<file path="src/rtl/ccip_mmio_csr.sv">
// ccip_mmio_csr: CCI-P MMIO CSR responder for the AFU clock domain.
// Decodes MMIO requests from Rx c0, holds the DFH/ID/control/status registers,
// and returns read responses on Tx c2 with a fixed two-cycle latency.
//
// Optional build macro: MMIO_CSR_STATS_EN adds RD_COUNT (0x0028), WR_COUNT
// (0x002A) and a counter-clear strobe register (0x002C).
//
// Flattened CCI-P port layouts (only the fields this block uses):
//   cp2af_sRxPort[93]    c0 mmioRdValid
//   cp2af_sRxPort[92]    c0 mmioWrValid
//   cp2af_sRxPort[91:64] c0 hdr: address[15:0] @91:76, length[1:0] @75:74,
//                        rsvd @73, tid[8:0] @72:64
//   cp2af_sRxPort[63:0]  c0 data[63:0]
//   af2cp_sTxC2[73]      mmioRdValid
//   af2cp_sTxC2[72:64]   hdr.tid
//   af2cp_sTxC2[63:0]    data
module ccip_mmio_csr #(
    parameter logic [63:0] AFU_DFH  = 64'h1000_0000_0000_1000,
    parameter logic [63:0] AFU_ID_L = 64'h0,
    parameter logic [63:0] AFU_ID_H = 64'h0
) (
    input  logic        Clk_400,
    input  logic        SoftReset,
    input  logic [93:0] cp2af_sRxPort,
    output logic [73:0] af2cp_sTxC2,
    output logic [63:0] csr_ctl,
    output logic        csr_go,
    input  logic [63:0] csr_status,
    output logic        mmio_err
);

    // 64-bit register index = word address >> 1
    localparam logic [14:0] IDX_DFH     = 15'h0000;
    localparam logic [14:0] IDX_ID_L    = 15'h0001;
    localparam logic [14:0] IDX_ID_H    = 15'h0002;
    localparam logic [14:0] IDX_SCRATCH = 15'h0010;
    localparam logic [14:0] IDX_CTL     = 15'h0011;
    localparam logic [14:0] IDX_STATUS  = 15'h0012;
    localparam logic [14:0] IDX_CYCLES  = 15'h0013;
`ifdef MMIO_CSR_STATS_EN
    localparam logic [14:0] IDX_RD_CNT  = 15'h0014;
    localparam logic [14:0] IDX_WR_CNT  = 15'h0015;
    localparam logic [14:0] IDX_CNT_CLR = 15'h0016;
`endif

    // A 4 B write replaces only the addressed half; an 8 B write replaces all.
    function automatic logic [63:0] merge_wdata(input logic [63:0] old,
                                                input logic [63:0] wdata,
                                                input logic        len8,
                                                input logic        half);
        if (len8)
            return wdata;
        else if (half)
            return {wdata[31:0], old[31:0]};
        else
            return {old[63:32], wdata[31:0]};
    endfunction

    // A 4 B read returns the addressed half in the low word; errors read 0.
    function automatic logic [63:0] shape_rdata(input logic [63:0] sel,
                                                input logic        len8,
                                                input logic        half,
                                                input logic        bad);
        if (bad)
            return 64'h0;
        else if (len8)
            return sel;
        else
            return {32'h0, half ? sel[63:32] : sel[31:0]};
    endfunction

    logic        rd_vld_p0, wr_vld_p0;
    logic [15:0] addr_p0;
    logic [1:0]  len_p0;
    logic [8:0]  tid_p0;
    logic [63:0] wdata_p0;
    logic [14:0] idx_p0;
    logic        len8_p0, bad_p0, rd_acc_p0, wr_en_p0, err_p0;
    logic        unused_rsvd;

    assign rd_vld_p0   = cp2af_sRxPort[93];
    assign wr_vld_p0   = cp2af_sRxPort[92];
    assign addr_p0     = cp2af_sRxPort[91:76];
    assign len_p0      = cp2af_sRxPort[75:74];
    assign unused_rsvd = cp2af_sRxPort[73];
    assign tid_p0      = cp2af_sRxPort[72:64];
    assign wdata_p0    = cp2af_sRxPort[63:0];

    assign idx_p0    = addr_p0[15:1];
    assign len8_p0   = (len_p0 == 2'd1);
    // Lengths above 8 B and misaligned 8 B accesses are protocol errors.
    assign bad_p0    = (len_p0 > 2'd1) || (len8_p0 && addr_p0[0]);
    // A read colliding with a write is dropped; the write still executes.
    assign rd_acc_p0 = rd_vld_p0 && !wr_vld_p0;
    assign wr_en_p0  = wr_vld_p0 && !bad_p0;
    assign err_p0    = ((rd_vld_p0 || wr_vld_p0) && bad_p0) || (rd_vld_p0 && wr_vld_p0);

    logic [63:0] scratch;
    logic [63:0] cycles;
`ifdef MMIO_CSR_STATS_EN
    logic [63:0] rd_count;
    logic [63:0] wr_count;
`endif

    // Register writes, GO pulse, sticky error flag and free-running cycle counter.
    always_ff @(posedge Clk_400) begin
        if (SoftReset) begin
            scratch  <= 64'h0;
            csr_ctl  <= 64'h0;
            csr_go   <= 1'b0;
            mmio_err <= 1'b0;
            cycles   <= 64'h0;
        end else begin
            cycles <= cycles + 64'd1;
            csr_go <= wr_en_p0 && (idx_p0 == IDX_CTL) && !addr_p0[0] && wdata_p0[0];
            if (wr_en_p0 && (idx_p0 == IDX_SCRATCH))
                scratch <= merge_wdata(scratch, wdata_p0, len8_p0, addr_p0[0]);
            if (wr_en_p0 && (idx_p0 == IDX_CTL))
                csr_ctl <= merge_wdata(csr_ctl, wdata_p0, len8_p0, addr_p0[0]) & ~64'd1;
            if (err_p0)
                mmio_err <= 1'b1;
        end
    end

`ifdef MMIO_CSR_STATS_EN
    // Access statistics; a write to the clear register zeroes both counts.
    always_ff @(posedge Clk_400) begin
        if (SoftReset || (wr_en_p0 && (idx_p0 == IDX_CNT_CLR))) begin
            rd_count <= 64'h0;
            wr_count <= 64'h0;
        end else begin
            if (rd_acc_p0)
                rd_count <= rd_count + 64'd1;
            if (wr_en_p0)
                wr_count <= wr_count + 64'd1;
        end
    end
`endif

    logic        vld_p1;
    logic [8:0]  tid_p1;
    logic [14:0] idx_p1;
    logic        half_p1, len8_p1, bad_p1;

    // Read stage 1: capture the accepted request; only the valid bit is reset.
    always_ff @(posedge Clk_400) begin
        if (SoftReset)
            vld_p1 <= 1'b0;
        else
            vld_p1 <= rd_acc_p0;
        tid_p1  <= tid_p0;
        idx_p1  <= idx_p0;
        half_p1 <= addr_p0[0];
        len8_p1 <= len8_p0;
        bad_p1  <= bad_p0;
    end

    logic [63:0] sel_p1;
    logic [63:0] rdata_p1;

    // Register selection; STATUS and CYCLES are sampled in this stage.
    always_comb begin
        sel_p1 = 64'h0;
        case (idx_p1)
            IDX_DFH:     sel_p1 = AFU_DFH;
            IDX_ID_L:    sel_p1 = AFU_ID_L;
            IDX_ID_H:    sel_p1 = AFU_ID_H;
            IDX_SCRATCH: sel_p1 = scratch;
            IDX_CTL:     sel_p1 = csr_ctl;
            IDX_STATUS:  sel_p1 = csr_status;
            IDX_CYCLES:  sel_p1 = cycles;
`ifdef MMIO_CSR_STATS_EN
            IDX_RD_CNT:  sel_p1 = rd_count;
            IDX_WR_CNT:  sel_p1 = wr_count;
`endif
            default:     sel_p1 = 64'h0;
        endcase
    end

    assign rdata_p1 = shape_rdata(sel_p1, len8_p1, half_p1, bad_p1);

    // Read stage 2: registered response; tid and data held at 0 when idle.
    always_ff @(posedge Clk_400) begin
        if (SoftReset || !vld_p1)
            af2cp_sTxC2 <= 74'h0;
        else
            af2cp_sTxC2 <= {1'b1, tid_p1, rdata_p1};
    end

endmodule

</file>
<file path="config.mk">
export PLATFORM = sky130hd
export DESIGN_NAME = ccip_mmio_csr
export DESIGN_NICKNAME = d
export VERILOG_FILES = /design/src/rtl/ccip_mmio_csr.sv
export SDC_FILE = /design/constraint.sdc
export NUM_CORES = 1
export LEC_CHECK = 0
export ABC_AREA = 1
export CAP_MARGIN = 30
export CORE_UTILIZATION = 55
export DETAILED_ROUTE_END_ITERATION = 6
export PLACE_DENSITY_LB_ADDON = 0.12
export SLEW_MARGIN = 20
export SYNTH_ARGS = -nofsm -noshare
export SYNTH_HDL_FRONTEND = slang
export SYNTH_SLANG_ARGS = --single-unit
</file>
<file path="constraint.sdc">
create_clock -name Clk_400 -period 5.67 [get_ports Clk_400]
set_clock_uncertainty 0.2 [all_clocks]
set_input_delay 1.701 -clock Clk_400 [delete_from_list [all_inputs] [get_ports Clk_400]]
set_output_delay 1.701 -clock Clk_400 [all_outputs]
set_load 0.02 [all_outputs]
</file>
== After elaboration in Yosys (flattened, before gate mapping) ==
Index checks and enable logic that the tools add are counted.
Storage, ports and cells
  output and inout bits: 140
  bits in registers: 295
  word-level logic and storage cells: 62
Cells by class
  muxes and demuxes: 9
  bitwise gates (word level): 1
  $add $sub $neg: 1
  equality and inequality tests: 8
  reduce and logical (&&, ||, !) cells: 25
  magnitude comparators: 1
Operators by type and width (count)
  $mux 64: 6
  $pmux 64 s5: 1
  $eq 15x5->1 const B: 6
  $mux 74: 1
  $add 64x1->64 const B: 1
  $mux 32: 1
  $logic_not 15->1: 1
  $logic_and 1x1->1: 9
  $reduce_and 2->1: 4
  $logic_not 1->1: 4
  $logic_or 1x1->1: 4
  $reduce_or 3->1: 1
  $eq 2x1->1 const B: 1
  $gt 2x1->1 const B: 1
  $ne 2x1->1 const B: 1
  $reduce_bool 2->1: 1
  $reduce_or 2->1: 1
  $not 1->1: 1

== Logic depth before layout (Yosys ltp) ==
  depth in word-level cells: 8
  gate-level depth with buffers: 11
  mapped depth without buffers: 11

== Worst setup path after synthesis ==
OpenSTA, ideal clock, no wires.
  kind: input port to flip-flop
  from: in cp2af_sRxPort[85]
  to: reg scratch[1]
  required time: 5.328 ns
  slack: 2.522 ns
  stages: 6
  data arrival time: 2.807 ns
  buffers on the path: 1
  cell sequence: or2_0 -> nor3_2 -> nand3_2 -> nor2_4 -> buf_2 -> a211oi_1
Between the ends
  longest elaborated chain between the ends: 3
Ends and longest elaborated chain
  from (decl): line 24  | input logic [93:0] cp2af_sRxPort,
  $eq 15x5->1: line 116  | if (wr_en_p0 && (idx_p0 == IDX_SCRATCH))
  $logic_and 1x1->1: line 116
  $reduce_and 2->1 (no line)
  to (signal assigned): line 117  | scratch <= merge_wdata(scratch, wdata_p0, len8_p0, addr_p0[0]);
  to (decl): line 98  | logic [63:0] scratch;
Every way passes these cells.
A chain may end at the register's enable or synchronous reset.

== Worst setup path in the final report ==
  from: in cp2af_sRxPort[76]
  to: reg csr_ctl[17]
Between the ends
  longest elaborated chain between the ends: 6
Ends and longest elaborated chain
  $logic_and 1x1->1: line 92  | assign bad_p0 = (len_p0 > 2'd1) || (len8_p0 && addr_p0[0]);
  $logic_or 1x1->1: line 92
  $logic_not 1->1: line 95  | assign wr_en_p0 = wr_vld_p0 && !bad_p0;
  $logic_and 1x1->1: line 95
  $logic_and 1x1->1: line 118  | if (wr_en_p0 && (idx_p0 == IDX_CTL))
  $reduce_and 2->1 (no line) *
  to (signal assigned): line 119  | csr_ctl <= merge_wdata(csr_ctl, wdata_p0, len8_p0, addr_p0[0]) & ~64'd1;
  to (decl): line 26  | output logic [63:0] csr_ctl,
Mark *: on every way between the ends. The rest lies on a longest branch, timed or not.

==> metrics.txt <==
gr usage total=0.411; Post-Syn Area=0.0139 mm²; Slew Limit Headroom=0.393; drt via density=5.92; # nets final=2385; Core ar.=0.0246 mm²; top cells by area, synth=dfxtp_1 (42%), nand2_1 (12%), nand4_1 (6.9%), inv_1 (5.8%), a21oi_1 (5.3%); number of H-tree levels=1; Setup-failing EPs final=0; Die X=161 µm; WP data required=5.94 ns; hold buffers post-CTS=0; Crit. Startpoint=cp2af_sRxPort[76]; Clk pwr share=0.480; Hold Crit Class=reg -> reg; Synth area leader=dfxtp_1; worst-skew pair later-pin latency=0.58 ns; post-route cell area=0.0181 mm²; gpl congestion=1.00; postcts setup bufs=0; Worst Path Arrival=4.23 ns; Layout area overhead=29.7%; final design utilization=0.734; DP Area=0.0170 mm²; Final Critical Period=3.95 ns; Cells after Synth=1988; grt total ovfl=0; sequential share of power=0.461; Pint=3.51 mW; FILL cells=1943; Leak Pwr=6.55 nW; worst-margin pin slew=0.909 ns; syn_nets=2149; WL per Instance=21.2 µm; RSZ-0062 raised after global routing=false; run status=finished, final reports clean; Max clock buf depth=3; TNS Setup=0 ns; fin crit share=0.697; Yosys top cell area share=0.424; first-pass GRT wire length=80700 µm; vias in the first global route=13800; Fin Hold WS=0.211 ns; largest fanout on the critical path=50; vias post-DR=15200; final hold violation count=0; combinational share of power=0.059; Power Density=252 mW/mm²; antenna violations before repair=1; Antenna Nets Post-Route=0; post-synthesis sequential area ratio=0.424; die area=0.0259 mm²; Worst Slack Setup Final=1.72 ns; router iterations before antenna repair=6; cell total after placement=2515; Total Power=4.54 mW; Post-CTS Resized=0; dpl ws=1.20 ns; CTS Sinks=295; final std cells w/o fill=2573; TritonCTS clock tree=yes; io pins=300; R2R depth=11; DRT iter0 DRCs=2363; Initial Util=0.566; share of cells above drive strength 1=0.0582; total routed wirelength=54500 µm; CP Capture Type=flip-flop; Psw=1.03 mW; worst vdd ir=290 µV; Synth top cells by count=nand2_1 (456), dfxtp_1 (295), inv_1 (216); Seq cells post-synth=295; Syn. warnings=0; Post-synth EDFFs=0; DP HPWL=39800 µm; largest net degree at the start of global routing=79; Inserted Clock Buffers=31; Slew Viols, Final=0; maxcap violations=0; # diodes=0; top-count cell post-synth=nand2_1; critical setup path kind=in -> reg; floorplan row count=57; CTS root buf=clkbuf_16; Synth cell types=38; Buffers on Ports=297; Most used DFF post-synth=dfxtp_1; Die Height=161 µm; Reg clk slew, reported paths=0.06 ns; Net Sw Frac=0.227; synthesized area per cell=7.00 µm²; Reg-to-Reg Start=idx_p1[5]; worst reg-to-reg setup slack=2.25 ns; fmax=0.253 GHz; CP endpoint=csr_ctl[17]; FF-to-FF End=af2cp_sTxC2[25]; crit start category=input port; FFs w/ async S/R, synth=0; Post-route DRC=0
==> worst min path at each step <==
stage / from / to / slack (ns) / cells past startpoint
floorplan: tid_p1[0] / af2cp_sTxC2[64] / 0.19 / 2
global route: tid_p1[8] / af2cp_sTxC2[72] / 0.23 / 2
finish: tid_p1[8] / af2cp_sTxC2[72] / 0.21 / 2
CTS: tid_p1[8] / af2cp_sTxC2[72] / 0.21 / 2
global placement: tid_p1[5] / af2cp_sTxC2[69] / 0.20 / 2
detailed placement: tid_p1[3] / af2cp_sTxC2[67] / 0.20 / 2
==> sequential cells by signal, summed over array words and instances, names as in the netlist <==
signal and flops:
half_p1 1, cycles 64, bad_p1 1, mmio_err 1, af2cp_sTxC2 74, csr_ctl 63, csr_go 1, idx_p1 15
len8_p1 1, tid_p1 9, scratch 64, vld_p1 1
==> cell usage in the layout (no fill, tap or decap), types with 2 or more instances in the layout <==
cell type        netlist  final
xnor2_1                5      5
buf_8                  0      2
buf_4                  7     22
clkdlybuf4s50_1        0    296
nand2_1              456    456
inv_1                216    216
dfxtp_1              295    295
nand3_2                2      2
nor2_1               188    187
a211oi_1              45     45
nand3b_1               3      3
o21a_1                 2      2
inv_6                  0      2
clkbuf_1              42      6
nand3_1              103    103
a21oi_1              147    147
or2_2                  8      8
inv_2                  7      7
clkbuf_8               0      9
nor3_1                40     40
nor3b_1                4      4
xor2_1                 4      4
nor2_4                11     12
nand4_1              153    153
clkbuf_16              0     31
clkinvlp_4             0      2
o21ai_0              113    113
nor2_2                 4      4
a211oi_2              18     18
clkinv_2               0      4
a31oi_1               31     31
bufinv_16              0      4
or2_0                  4      4
==> cell type report <==
| cell class | instances | area (µm²) | area share |
|---|---|---|---|
| timing repair buffer | 321 | 3180 | 0.176 |
| tap | 324 | 405 | 0.0225 |
| clock inverter | 12 | 173 | 0.00957 |
| sequential | 295 | 5910 | 0.327 |
| clock buffer | 46 | 922 | 0.0511 |
| inverter | 224 | 841 | 0.0466 |
| multi-input combinational | 1351 | 6630 | 0.367 |
==> critical path, stage by stage <==
cell	delay, ns
clkdlybuf4s50_1	0.51
a21oi_1	0.34
nand2_1	0.10
nor2_1	0.20
nand3_2	0.22
nor2_4	0.30
buf_4	0.50
nor2_1	0.11
a211oi_1	0.21
==> power by group through the flow <==
stage / sequential (mW) / clock (mW) / combinational (mW)
floorplan: 2.14 / 0 / 0.0917
global placement: 2.14 / 0 / 0.253
detailed placement: 2.14 / 0 / 0.258
CTS: 2.09 / 2.18 / 0.260
global route: 2.09 / 2.27 / 0.281
finish: 2.09 / 2.18 / 0.268
==> cell families (layout without fill, tap and decap cells) <==
family / count (synthesis) / in the layout / synth area share
and+or+nand+nor: 982 / 982 / 0.319
AOI/OAI and AO/OA: 358 / 358 / 0.150
buffers and inverters: 342 / 603 / 0.100
other: 1 / 1 / 0.000269
xor gates and xnor gates: 9 / 9 / 0.00566
DFF: 295 / 295 / 0.424
adders and majority gates: 1 / 1 / 0.000899
==> layer usage <==
| metal | share of wire | track usage | up-vias |
|---|---|---|---|
| met4 | 0.060 | 0.219 | 2 |
| met2 | 0.43 | 0.622 | 1094 |
| met3 | 0.13 | 0.0868 | 151 |
| li1 | - | - | 7093 |
| met5 | 0.00015 | 0 | - |
| met1 | 0.39 | 0.548 | 6895 |
No activity file was read; power rests on OpenSTA's default activity.
